--- config.mk ---
export PLATFORM = sky130hd
export DESIGN_NAME = load_store_seq
export DESIGN_NICKNAME = d
export VERILOG_FILES = /design/src/rtl/lsseq_pkg.sv /design/src/rtl/load_store_seq_size_extract.sv /design/src/rtl/load_store_seq.sv
export SDC_FILE = /design/constraint.sdc
export NUM_CORES = 1
export LEC_CHECK = 0
export CORE_MARGIN = 1
export CORE_UTILIZATION = 51
export CTS_BUF_LIST = sky130_fd_sc_hd__clkbuf_8
export DETAILED_ROUTE_END_ITERATION = 12
export PLACE_DENSITY_LB_ADDON = 0.25
export SYNTH_ARGS = -nofsm -noshare
export SYNTH_HDL_FRONTEND = slang
export SYNTH_SLANG_ARGS = --single-unit
--- constraint.sdc ---
create_clock -name clk -period 2.6 [get_ports clk]
set_input_delay 0.52 -clock clk [delete_from_list [all_inputs] [get_ports clk]]
set_output_delay 0.52 -clock clk [all_outputs]
set_load 0.03 [all_outputs]
--- src/rtl/lsseq_pkg.sv ---
// Shared encodings for the load/store sequencer: opcodes, FSM states and
// the DataSrc writeback mux select values.
package lsseq_pkg;

    typedef enum logic [2:0] {
        OP_LW = 3'b000,
        OP_LH = 3'b001,
        OP_LB = 3'b010,
        OP_SW = 3'b100,
        OP_SH = 3'b101,
        OP_SB = 3'b110
    } op_e;

    typedef enum logic [2:0] {
        IDLE  = 3'd0,
        READ  = 3'd1,
        WB    = 3'd2,
        WRITE = 3'd3,
        FIN   = 3'd4
    } state_e;

    localparam logic SRC_TEMP = 1'b0;
    localparam logic SRC_SIZE = 1'b1;

    // Loads write the register file; everything else does not.
    function automatic logic is_load(input logic [2:0] op);
        return (op == OP_LW) || (op == OP_LH) || (op == OP_LB);
    endfunction

    // Sub-word stores read the old word first so it can be merged.
    function automatic logic needs_read(input logic [2:0] op);
        return is_load(op) || (op == OP_SH) || (op == OP_SB);
    endfunction

endpackage

--- src/rtl/load_store_seq_size_extract.sv ---
// Sub-word handling: extends LH/LB load values and merges SH/SB store data
// into the previously read word.
// Build option: define LSSEQ_SIGNED_LOAD_EN to sign-extend LH/LB loads.
module size_extract
    import lsseq_pkg::*;
#(
    parameter int unsigned DATA_W = 32
) (
    input  logic [2:0]        op_i,
    input  logic [DATA_W-1:0] word_i,
    input  logic [DATA_W-1:0] store_i,
    output logic [DATA_W-1:0] size_o,
    output logic [DATA_W-1:0] merge_o
);

    logic ext_h;
    logic ext_b;

`ifdef LSSEQ_SIGNED_LOAD_EN
    assign ext_h = word_i[15];
    assign ext_b = word_i[7];
`else
    assign ext_h = 1'b0;
    assign ext_b = 1'b0;
`endif

    // Pick the extended load value and the merged store word by opcode.
    always_comb begin
        // NOTE: every output gets a default first so no path leaves it unassigned (no latch).
        size_o  = word_i;
        merge_o = store_i;
        case (op_i)
            OP_LH:   size_o  = {{(DATA_W-16){ext_h}}, word_i[15:0]};
            OP_LB:   size_o  = {{(DATA_W-8){ext_b}}, word_i[7:0]};
            OP_SH:   merge_o = {word_i[DATA_W-1:16], store_i[15:0]};
            OP_SB:   merge_o = {word_i[DATA_W-1:8], store_i[7:0]};
            default: ;
        endcase
    end

endmodule

--- src/rtl/load_store_seq.sv ---
// Multicycle load/store sequencer: runs the memory read/write phases, holds
// the word temp register and the size-handled load value, and drives the
// DataSrc writeback select. All outputs are registered with the state.
// Build option: LSSEQ_SIGNED_LOAD_EN (sign-extending LH/LB, see size_extract).
module load_store_seq
    import lsseq_pkg::*;
#(
    parameter int unsigned MEM_LAT = 1,
    parameter int unsigned DATA_W  = 32
) (
    input  logic              clk,
    input  logic              reset_n,
    input  logic              start,
    input  logic [2:0]        op,
    input  logic [DATA_W-1:0] addr,
    input  logic [DATA_W-1:0] store_data,
    input  logic [DATA_W-1:0] mem_rdata,
    output logic [DATA_W-1:0] mem_addr,
    output logic              mem_wr,
    output logic [DATA_W-1:0] mem_wdata,
    output logic [DATA_W-1:0] temp_q,
    output logic [DATA_W-1:0] size_q,
    output logic              data_src_sel,
    output logic              reg_wr,
    output logic              busy,
    output logic              done
);

    state_e            state_q;
    logic [2:0]        op_q;
    logic [DATA_W-1:0] store_q;
    logic [2:0]        cnt_q;
    logic [DATA_W-1:0] ext_size;
    logic [DATA_W-1:0] ext_merge;

    // Extraction works on the word arriving from memory so size_q and the
    // merged store word are ready in the cycle right after READ.
    size_extract #(
        .DATA_W (DATA_W)
    ) u_size_extract (
        .op_i    (op_q),
        .word_i  (mem_rdata),
        .store_i (store_q),
        .size_o  (ext_size),
        .merge_o (ext_merge)
    );

    // Sequencer FSM; outputs are set on entry to each state so they are Moore and glitch-free.
    always_ff @(posedge clk or negedge reset_n) begin
        if (!reset_n) begin
            state_q      <= IDLE;
            op_q         <= 3'b000;
            store_q      <= '0;
            cnt_q        <= 3'd0;
            temp_q       <= '0;
            size_q       <= '0;
            mem_addr     <= '0;
            mem_wr       <= 1'b0;
            mem_wdata    <= '0;
            data_src_sel <= SRC_TEMP;
            reg_wr       <= 1'b0;
            busy         <= 1'b0;
            done         <= 1'b0;
        end else begin
            // NOTE: state is updated with non-blocking assignments so every register samples pre-edge values.
            case (state_q)
                IDLE: begin
                    if (start) begin
                        op_q    <= op;
                        store_q <= store_data;
                        cnt_q   <= 3'd0;
                        busy    <= 1'b1;
                        if (needs_read(op)) begin
                            state_q  <= READ;
                            mem_addr <= addr;
                        end else if (op == OP_SW) begin
                            state_q   <= WRITE;
                            mem_addr  <= addr;
                            mem_wr    <= 1'b1;
                            mem_wdata <= store_data;
                            done      <= 1'b1;
                        end else begin
                            state_q <= FIN;
                            done    <= 1'b1;
                        end
                    end
                end
                READ: begin
                    if (cnt_q == 3'(MEM_LAT)) begin
                        temp_q <= mem_rdata;
                        size_q <= ext_size;
                        done   <= 1'b1;
                        if (is_load(op_q)) begin
                            state_q      <= WB;
                            reg_wr       <= 1'b1;
                            data_src_sel <= (op_q == OP_LW) ? SRC_TEMP : SRC_SIZE;
                        end else begin
                            state_q   <= WRITE;
                            mem_wr    <= 1'b1;
                            mem_wdata <= ext_merge;
                        end
                    end else begin
                        cnt_q <= cnt_q + 3'd1;
                    end
                end
                default: begin
                    // WB, WRITE and FIN all last one cycle and return to IDLE.
                    state_q      <= IDLE;
                    mem_addr     <= '0;
                    mem_wr       <= 1'b0;
                    mem_wdata    <= '0;
                    data_src_sel <= SRC_TEMP;
                    reg_wr       <= 1'b0;
                    busy         <= 1'b0;
                    done         <= 1'b0;
                end
            endcase
        end
    end

endmodule

==> impl_metrics.tcl <==
set metrics [dict create \
    status "completed" \
    rows 41 \
    max-slew-margin-rel 0.487 \
    drt_wl_total_um 17900 \
    via_count 5683 \
    fillers 863 \
    cts_buffers 17 \
    synth.most_common_cell "dfrtp_1" \
    initial_core_util 0.533 \
    netlist_area_mm2 0.00684 \
    maxCapViolCount 0 \
    grt_max_degree 64 \
    hold_buffers 0 \
    area_growth_pct 42.6 \
    arrival_ns 2.53 \
    p_int_w 0.00791 \
    diodes 0 \
    final-max-slew-violation-count 0 \
    regArea_mm2 0.00415 \
    p_comb_frac 0.522 \
    ant_nets 0 \
    rsz0062_at_grt "no" \
    detail_route.vias_per_cell 5.63 \
    required_ns 2.99 \
    grt-ovfl-total 0 \
    netlist-cell-type-count 40 \
    crit_type "flip-flop to flip-flop" \
    drtIter0Drc 425 \
    sw_frac_of_total 0.423 \
    ys_dominant_reg_cell "dfrtp_1" \
    cts_resized 0 \
    port_buffers 234 \
    crit_path_start_kind "flip-flop" \
    synth_top_area_cell "dfrtp_1" \
    syn-instance-count 605 \
    cts_tree "yes" \
    p_sw_w 0.00580 \
    drc 0 \
    first_pass_iters 5 \
    grt_pass1_wl_um 29700 \
    gp_congestion 0.906 \
    fin_setup_tns_ns 0 \
    final_nets 930 \
    die_w_um 118 \
    clk_path_buf_depth 2 \
    yosysWarnings 0 \
    avgSynthCellArea_um2 11.3 \
    grtUsageTotal 0.273 \
    cts-root-buf "clkbuf_8" \
    fmax_mhz 466 \
    finalHoldViolations 0 \
    leakage_nw 4.38 \
    die_h_um 118 \
    ir_worst_vdd_mv 0.775 \
    power_density_mw_per_mm2 1410 \
    finalSetupViolCount 0 \
    dp_hpwl_um 12500 \
    cts_setup_buffers 0 \
    ys_top_cells_by_count "dfrtp_1 (166), nand2_1 (129), a22o_1 (59), o21ai_0 (34), a21oi_1 (30)" \
    fin_crit_ns 2.15 \
    async_flop_share 1.00 \
    drt-wirelength-per-cell_um 17.8 \
    clkTransAtPathRegs_ns 0.08 \
    hp-class "input pin to asynchronous set/reset pin" \
    synth_edf_count 0 \
    yosysSeqAreaShare 0.607 \
    fin_ws_ns 0.454 \
    cp-end-kind "flip-flop" \
    synth-seq-cells 166 \
    place_ws_ns 0.203 \
    worstMarginPinSlew_ns 0.769 \
    synth.top_cell.area_share 0.607 \
    synth_area_leaders "dfrtp_1 (61%), a22o_1 (7.6%), nand2_1 (7.1%), mux2_1 (4.4%), o21ai_0 (2.5%)" \
    clock_latency_ns 0.45 \
    clkPwrFrac 0.148 \
    clock_skew_ns 0.0101 \
    clock-sinks 166 \
    seq_power_share 0.329 \
    coreArea_mm2 0.0128 \
    reg2reg_slack_ns 0.45 \
    postSynthNetCount 709 \
    crit_fanout 63 \
    htreeDepth 4 \
    grt_pass1_vias 5873 \
    die_area_mm2 0.0139 \
    io_pins 235 \
    antenna_found_initial 0 \
    final.period_utilization 0.825 \
    multi_input_area_mm2 0.00240 \
    final_core_util 0.761 \
    power_w 0.0137 \
    drive_gt1_frac 0.0740 \
]
## per-layer routing
layer  global-route usage  routed length (um)  vias up
met2                0.432                8640      284
met4                0.140                 620        0
met1                0.354                7460     2781
met3               0.0620                1210       51
met5                    0                   0        -
li1                     -                   -     2567
## per-stage QoR
stage               hold WS, ns  cell area (um^2)  instances
floorplan                 0.224              6840        605
global placement          0.453              9320        979
detailed placement        0.457              9320        979
CTS                      0.0137              9760       1010
global route             0.0311              9760       1010
finish                   0.0240              9760       1010
## sequential cells by signal, indices dropped and copies added, names as in the netlist
name,count
size_q,24
cnt_q,3
mem_addr,32
busy,1
store_q,32
data_src_sel,1
temp_q,32
state_q,3
mem_wr,1
reg_wr,1
mem_wdata,32
done,1
op_q,3
## logic make-up after synthesis
kind of cell / count (synthesis) / synth area share
AOI/OAI and AO/OA: 170 / 0.179
and+or+nand+nor: 170 / 0.104
DFF: 166 / 0.607
buffers and inverters: 59 / 0.0441
muxes: 36 / 0.0578
xor gates and xnor gates: 2 / 0.00476
adders and majority gates: 2 / 0.00366
## area by class of cell
cell class / count / area share
clock buffers: 18 / 0.0254
multi-input cells: 380 / 0.246
repair buffers: 251 / 0.257
well taps: 172 / 0.0221
clock inverters: 13 / 0.0194
inverters: 10 / 0.00385
flip-flops and latches: 166 / 0.426
## layout by cell type (no fill, tap or decap), types with 2 or more instances in the layout
cell type / netlist / final
buf_12: 0 / 3
mux2i_1: 8 / 8
ha_1: 2 / 2
o21ai_0: 34 / 34
nand2b_1: 2 / 2
nor3_1: 3 / 3
clkdlybuf4s50_1: 0 / 233
a22o_1: 59 / 59
clkbuf_8: 0 / 18
nand2_1: 129 / 129
a21oi_1: 30 / 28
dfrtp_1: 166 / 166
o21a_1: 2 / 2
o31ai_1: 16 / 16
mux2_1: 27 / 27
clkinv_2: 0 / 4
nand2_2: 2 / 2
bufinv_16: 0 / 5
nor2_2: 3 / 3
nand3_1: 16 / 16
a21oi_2: 2 / 4
a221o_1: 16 / 16
inv_1: 9 / 12
o21ai_1: 7 / 7
buf_4: 10 / 14
nor2_1: 8 / 8
## power by group through the flow
stage	clock network, W	registers [W]	logic [W]
floorplan	0	0.00606	0.00285
CTS	0.00207	0.00451	0.00720
finish	0.00204	0.00452	0.00716
global route	0.00219	0.00465	0.00763
global placement	0	0.00448	0.00700
detailed placement	0	0.00453	0.00718
## worst paths after layout
path / from / to / depth (start not counted)
min: reset_n / mem_wdata[4]$_DFFE_PN0P_ / 1
min in group clk: store_q[29]$_DFFE_PN0P_ / store_q[29]$_DFFE_PN0P_ / 2
max: state_q[0]$_DFFE_PN0P_ / size_q[15]$_DFFE_PN0P_ / 5
max in group asynchronous: reset_n / temp_q[3]$_DFFE_PN0P_ / 2
min reg2reg: store_q[29]$_DFFE_PN0P_ / store_q[29]$_DFFE_PN0P_ / 2
max reg2reg: state_q[0]$_DFFE_PN0P_ / size_q[15]$_DFFE_PN0P_ / 5
## critical path, cell delays in order (launching register included)
cell and delay [ns]:
dfrtp_1 0.67, and3b_1 0.46, nand2_2 0.11, buf_12 0.24
a21oi_2 0.39, a22o_1 0.20
Power figures use the tool's default switching activity.
